===== src/rtl/regfile_write_sequencer_pkg.sv =====
// Shared types and constants for the register-file write sequencer.
package regfile_write_sequencer_pkg;

  // Sequencer phases: one idle cycle after reset, the clear walk, then normal operation.
  typedef enum logic [1:0] {
    StWait,
    StClear,
    StRun
  } seq_state_e;

  localparam int unsigned REG_ADDR_W = 5;
  localparam int unsigned REG_DATA_W = 32;
  localparam int unsigned REG_COUNT  = 32;
  localparam int unsigned ZERO_REG   = 0;

endpackage


===== src/rtl/regfile_write_sequencer_wr_arbiter.sv =====
// Run-mode arbiter for the register-file write port: core writeback normally wins,
// but a debug request blocked DBG_MAX_WAIT times in a row is forced through.
module regfile_write_sequencer_wr_arbiter
  import regfile_write_sequencer_pkg::*;
#(
  parameter int unsigned ADDR_W        = REG_ADDR_W,
  parameter int unsigned DATA_W        = REG_DATA_W,
  parameter int unsigned DBG_MAX_WAIT  = 4,
  parameter bit          HARDWIRE_ZERO = 1'b1
) (
  input  logic              clk,
  input  logic              reset_n,
  input  logic              run_en,
  input  logic              core_we,
  input  logic [ADDR_W-1:0] core_addr,
  input  logic [DATA_W-1:0] core_data,
  input  logic              dbg_valid,
  input  logic [ADDR_W-1:0] dbg_addr,
  input  logic [DATA_W-1:0] dbg_data,
  output logic              grant_we,
  output logic [ADDR_W-1:0] grant_addr,
  output logic [DATA_W-1:0] grant_data,
  output logic              core_stall,
  output logic              dbg_ready
);

  localparam int unsigned WaitW = $clog2(DBG_MAX_WAIT + 1);
  localparam logic [WaitW-1:0] MaxWait = WaitW'(DBG_MAX_WAIT);

  logic [WaitW-1:0] wait_cnt_q, wait_cnt_d;
  logic             grant_core, grant_dbg;
  logic [ADDR_W-1:0] sel_addr;
  logic [DATA_W-1:0] sel_data;

  // Grant decision and next value of the starvation counter.
  always_comb begin
    grant_core = 1'b0;
    grant_dbg  = 1'b0;
    core_stall = 1'b0;
    dbg_ready  = 1'b0;
    wait_cnt_d = wait_cnt_q;
    if (run_en) begin
      wait_cnt_d = '0;
      if (dbg_valid && (wait_cnt_q == MaxWait)) begin
        // Forced debug turn: the core must hold its writeback for a cycle.
        grant_dbg  = 1'b1;
        dbg_ready  = 1'b1;
        core_stall = core_we;
      end else if (core_we) begin
        grant_core = 1'b1;
        // Below MaxWait here, so the increment cannot overflow the saturation point.
        if (dbg_valid) wait_cnt_d = wait_cnt_q + 1'b1;
      end else if (dbg_valid) begin
        grant_dbg = 1'b1;
        dbg_ready = 1'b1;
      end
    end
  end

  // Winner's address/data; a write to the zero register is accepted but not performed.
  always_comb begin
    sel_addr   = grant_dbg ? dbg_addr : core_addr;
    sel_data   = grant_dbg ? dbg_data : core_data;
    grant_addr = (grant_core || grant_dbg) ? sel_addr : '0;
    grant_data = (grant_core || grant_dbg) ? sel_data : '0;
    grant_we   = (grant_core || grant_dbg) &&
                 !(HARDWIRE_ZERO && (sel_addr == ADDR_W'(ZERO_REG)));
  end

  // Starvation counter state.
  always_ff @(posedge clk or negedge reset_n) begin
    if (!reset_n) begin
      wait_cnt_q <= '0;
    end else begin
      wait_cnt_q <= wait_cnt_d;
    end
  end

endmodule


===== src/rtl/regfile_write_sequencer.sv =====
// Owns the register-file write port: clears every entry after reset, then arbitrates
// between core writeback and the debug write channel.
module regfile_write_sequencer
  import regfile_write_sequencer_pkg::*;
#(
  parameter int unsigned NUM_REGS      = REG_COUNT,
  parameter int unsigned ADDR_W        = REG_ADDR_W,
  parameter int unsigned DATA_W        = REG_DATA_W,
  parameter int unsigned DBG_MAX_WAIT  = 4,
  parameter bit          HARDWIRE_ZERO = 1'b1
) (
  input  logic              clk,
  input  logic              reset_n,
  input  logic              core_we,
  input  logic [ADDR_W-1:0] core_addr,
  input  logic [DATA_W-1:0] core_data,
  output logic              core_stall,
  input  logic              dbg_valid,
  input  logic [ADDR_W-1:0] dbg_addr,
  input  logic [DATA_W-1:0] dbg_data,
  output logic              dbg_ready,
  output logic              rf_we,
  output logic [ADDR_W-1:0] rf_addr,
  output logic [DATA_W-1:0] rf_wdata,
  output logic              init_done
);

  localparam logic [ADDR_W-1:0] LastAddr = ADDR_W'(NUM_REGS - 1);

  seq_state_e        state_q;
  logic [ADDR_W-1:0] clr_cnt_q;
  logic              run_en;

  logic              arb_we;
  logic [ADDR_W-1:0] arb_addr;
  logic [DATA_W-1:0] arb_data;
  logic              arb_stall;
  logic              arb_ready;

  assign run_en = (state_q == StRun);

  // Clear-walk FSM: one settle cycle, NUM_REGS zero writes, then run forever.
  always_ff @(posedge clk or negedge reset_n) begin
    if (!reset_n) begin
      state_q   <= StWait;
      clr_cnt_q <= '0;
    end else begin
      unique case (state_q)
        StWait: begin
          state_q   <= StClear;
          clr_cnt_q <= '0;
        end
        StClear: begin
          if (clr_cnt_q == LastAddr) begin
            state_q   <= StRun;
            clr_cnt_q <= '0;
          end else begin
            clr_cnt_q <= clr_cnt_q + 1'b1;
          end
        end
        StRun: begin
          state_q <= StRun;
        end
        default: begin
          state_q   <= StWait;
          clr_cnt_q <= '0;
        end
      endcase
    end
  end

  regfile_write_sequencer_wr_arbiter #(
    .ADDR_W        (ADDR_W),
    .DATA_W        (DATA_W),
    .DBG_MAX_WAIT  (DBG_MAX_WAIT),
    .HARDWIRE_ZERO (HARDWIRE_ZERO)
  ) u_wr_arbiter (
    .clk        (clk),
    .reset_n    (reset_n),
    .run_en     (run_en),
    .core_we    (core_we),
    .core_addr  (core_addr),
    .core_data  (core_data),
    .dbg_valid  (dbg_valid),
    .dbg_addr   (dbg_addr),
    .dbg_data   (dbg_data),
    .grant_we   (arb_we),
    .grant_addr (arb_addr),
    .grant_data (arb_data),
    .core_stall (arb_stall),
    .dbg_ready  (arb_ready)
  );

  // Port mux: clear walk owns the port until RUN, then the arbiter does.
  always_comb begin
    rf_we      = 1'b0;
    rf_addr    = '0;
    rf_wdata   = '0;
    init_done  = 1'b0;
    core_stall = 1'b1;
    dbg_ready  = 1'b0;
    unique case (state_q)
      StWait: begin
        rf_we = 1'b0;
      end
      StClear: begin
        rf_we   = 1'b1;
        rf_addr = clr_cnt_q;
      end
      StRun: begin
        rf_we      = arb_we;
        rf_addr    = arb_addr;
        rf_wdata   = arb_data;
        init_done  = 1'b1;
        core_stall = arb_stall;
        dbg_ready  = arb_ready;
      end
      default: begin
        rf_we = 1'b0;
      end
    endcase
  end

endmodule


===== config.mk =====
export PLATFORM = sky130hd
export DESIGN_NAME = regfile_write_sequencer
export DESIGN_NICKNAME = d
export VERILOG_FILES = /design/src/rtl/regfile_write_sequencer_pkg.sv /design/src/rtl/regfile_write_sequencer_wr_arbiter.sv /design/src/rtl/regfile_write_sequencer.sv
export SDC_FILE = /design/constraint.sdc
export NUM_CORES = 1
export LEC_CHECK = 0
export ABC_CLOCK_PERIOD_IN_PS = 2200
export CAP_MARGIN = 25
export CORE_MARGIN = 10
export CORE_UTILIZATION = 34
export DETAILED_ROUTE_END_ITERATION = 10
export GPL_TIMING_DRIVEN = 0
export HOLD_SLACK_MARGIN = 0.02
export MAX_ROUTING_LAYER = met4
export PLACE_DENSITY = 0.87
export SLEW_MARGIN = 20
export SYNTH_ARGS = -nofsm -noshare
export SYNTH_HDL_FRONTEND = slang
export SYNTH_SLANG_ARGS = --single-unit

===== constraint.sdc =====
create_clock -name clk -period 2.2 [get_ports clk]
set_input_delay 0.33 -clock clk [delete_from_list [all_inputs] [get_ports clk]]
set_output_delay 0.33 -clock clk [all_outputs]
set_load 0.02 [all_outputs]

==> results.yml <==
run_status:
  status: "complete, no violations"
clocking:
  clk_pin_slew_worst_paths_ns: 0.05
  root_buffer: "clkbuf_8"
  clock-sinks: 10
  htree_levels: 1
  cts_tree: "yes"
  clock_latency_ns: 0.24
  numCtsBuffers: 3
  ctsLongestPathBuffers: 2
  holdBufCountCts: 0
sta:
  max_slew_margin_pct: 70.0
  max_freq_mhz: 459
  fin_worst_skew_ns: 0.00532
  finalSetupViolCount: 0
  grt_setup_unrepaired: "yes"
  period_share_pct: 99.0
  layout_min_cycle_time_ns: 2.18
  drv_slew: 0
  hold_viol: 0
  worstMarginPinSlew_ns: 0.449
  whs_ns: 0.403
global_route:
  global_route.overflow_total: 0
  grt_max_degree: 11
  grt_pass1_vias: 2040
  grt_first_pass_wirelength_mm: 11.2
  track_usage_pct: 18.4
  antenna_found_initial: 0
drt:
  drtIter0Drc: 134
  wirelength_mm: 7.61
  wl_met1_mm: 3.02
  ant_nets: 0
  remaining_drc_errors: 0
  wl_met2_mm: 3.82
  wl_per_cell_um: 19.4
  top_layer: "met4"
  met3_length_um: 725
  firstDrtPassIters: 4
  vias: 2136
  vias_per_cell: 5.45
floorplan:
  num_rows: 24
  start_util_pct: 35.5
  core_area_um2: 4410
  die_height_um: 87.9
  die_w_um: 87.9
  dieArea_um2: 7730
  ios: 119
logic_synthesis:
  async_flop_share_pct: 100
  synth_ff_type: "dfrtp_1"
  syn_nets: 293
  synth_warnings: 0
  synth_edf_count: 0
  yosys.area.top_type: "a21oi_2"
  synth_area_per_cell_um2: 7.54
  synth_top_area_share_pct: 16.7
  synth_cell_types: 40
  synth_seq_cells: 10
  netlist_instances: 208
  synth_commonest_cells: "a21oi_2, nand3_1, o21ai_1"
  syn-cell-area_um2: 1570
  ys_top_cells_by_area: "a21oi_2, dfrtp_1, nand3_1"
  ys_seq_area_share_pct: 15.9
job:
  drv_cap: 0
power_and_ir_drop:
  pwr-share-seq_pct: 19.4
  p_comb_share_pct: 56.5
  p_switching_uw: 342
  total_power_uw: 966
  max-vdd-ir-drop_mv: 0.312
  switching_share_pct: 35.4
  power_density_nw_per_um2: 330
  power_leakage_uw: 0.00121
  p_clk_share_pct: 24.1
  p_int_uw: 624
final_layout:
  nFillCells: 384
  num_antenna_cells: 0
  nets: 426
  drive_gt1_share_pct: 37.4
  syn_to_final_growth_pct: 86.7
  multi_input_area_um2: 1200
  seqCellArea_um2: 250
placed_design:
  dp_hpwl_mm: 6.08
  gp_congestion: 0.906
  io_buffer_count: 118
worst_setup_path:
  crit_type: "primary input to output port"
  start_kind: "primary input"
  crit_fanout: 2
  cp.required_ns: 1.87
  cp-end-kind: "output port"
  cp.arrival_ns: 1.85
min_path:
  holdCritPathClass: "primary input to asynchronous set/reset pin"
-- worst max-delay path: stages --
cell and delay [ns]:
clkdlybuf4s50_1 0.45, or4_4 0.54, nor4_4 0.24, a211oi_2 0.11, buf_4 0.17
-- sequential cells by signal (all words and copies together) (netlist names) --
| signal | cells |
|---|---|
| u_wr_arbiter.wait_cnt_q | 3 |
| clr_cnt_q | 5 |
| state_q | 2 |
-- routing by layer --
metal	vias up	global-route usage, %
met5	-	-
met4	0	4.06
met3	8	4.74
met2	93	31.9
met1	1002	20.5
li1	1033	-
-- metrics by stage --
stage	instance area (µm²)	util (%)	setup TNS (ns)	cells	setup slack [ns]
global placement	2820	63.8	-16.44	378	-0.475
CTS	2830	64.1	0	386	0.00310
global route	2930	66.4	-0.278	392	-0.0674
detailed placement	2820	63.8	-16.76	378	-0.478
finish	2930	66.4	0	392	0.0217
floorplan	1570	-	0	208	0.0268
-- logic make-up (layout without fill, tap and decap cells) --
kind of cell / Yosys count / count (layout) / share of synthesized area, %
buf+inv: 26 / 158 / 12.0
mux: 3 / 3 / 2.07
flops: 10 / 10 / 15.9
fa+ha+maj: 7 / 7 / 5.58
compound gates: 86 / 86 / 38.1
simple gates: 76 / 76 / 26.2
-- placed cells by master, fill, tap and decap left out, types with 5 or more instances in the layout --
cell,netlist,layout
a21oi_2,30,30
buf_4,2,32
nand3_1,30,30
buf_6,10,11
o211ai_1,5,5
o21ai_1,30,30
nand4_1,5,5
dfrtp_1,10,10
nand3_2,5,5
buf_2,4,18
nand2_1,19,18
o21ai_0,8,8
clkdlybuf4s50_1,0,75
-- power by group through the flow --
stage / registers (µW) / logic (µW) / clock network [µW]
final: 187 / 546 / 233
after detailed placement: 190 / 557 / 0
after floorplan: 190 / 257 / 0
after global routing: 187 / 582 / 251
after CTS: 187 / 524 / 237
after global placement: 190 / 550 / 0
-- final timing paths --
path / start / to / slack, ns / cells past startpoint
worst max register to register: clr_cnt_q[0] / state_q[1] / 0.38 / 5
worst max-delay path: dbg_addr[1] / rf_we / 0.02 / 5
worst min-delay path: reset_n / clr_cnt_q[3] / 0.40 / 1
min in group clk: clr_cnt_q[3] / clr_cnt_q[3] / 0.51 / 1
worst min register to register: clr_cnt_q[3] / clr_cnt_q[3] / 0.51 / 1
max in group asynchronous: reset_n / clr_cnt_q[1] / 1.48 / 1
-- repair_timing --
item | 4_1_cts | 5_1_grt
pin swaps | 0 | 5
setup endpoints to repair | 40 | 38
setup buffers | 5 | 4
gates cloned | 0 | 3
gates resized for setup | 170 | 37
-- area by class of cell --
type	instances	share of cell area [%]
Multi-Input combinational cell	172	41.1
Timing Repair Buffer	130	39.6
Sequential cell	10	8.54
Buffer	19	6.02
Tap cell	52	2.22
Clock buffer	4	1.88
Inverter	5	0.641
(Power assumes the default switching activity.)
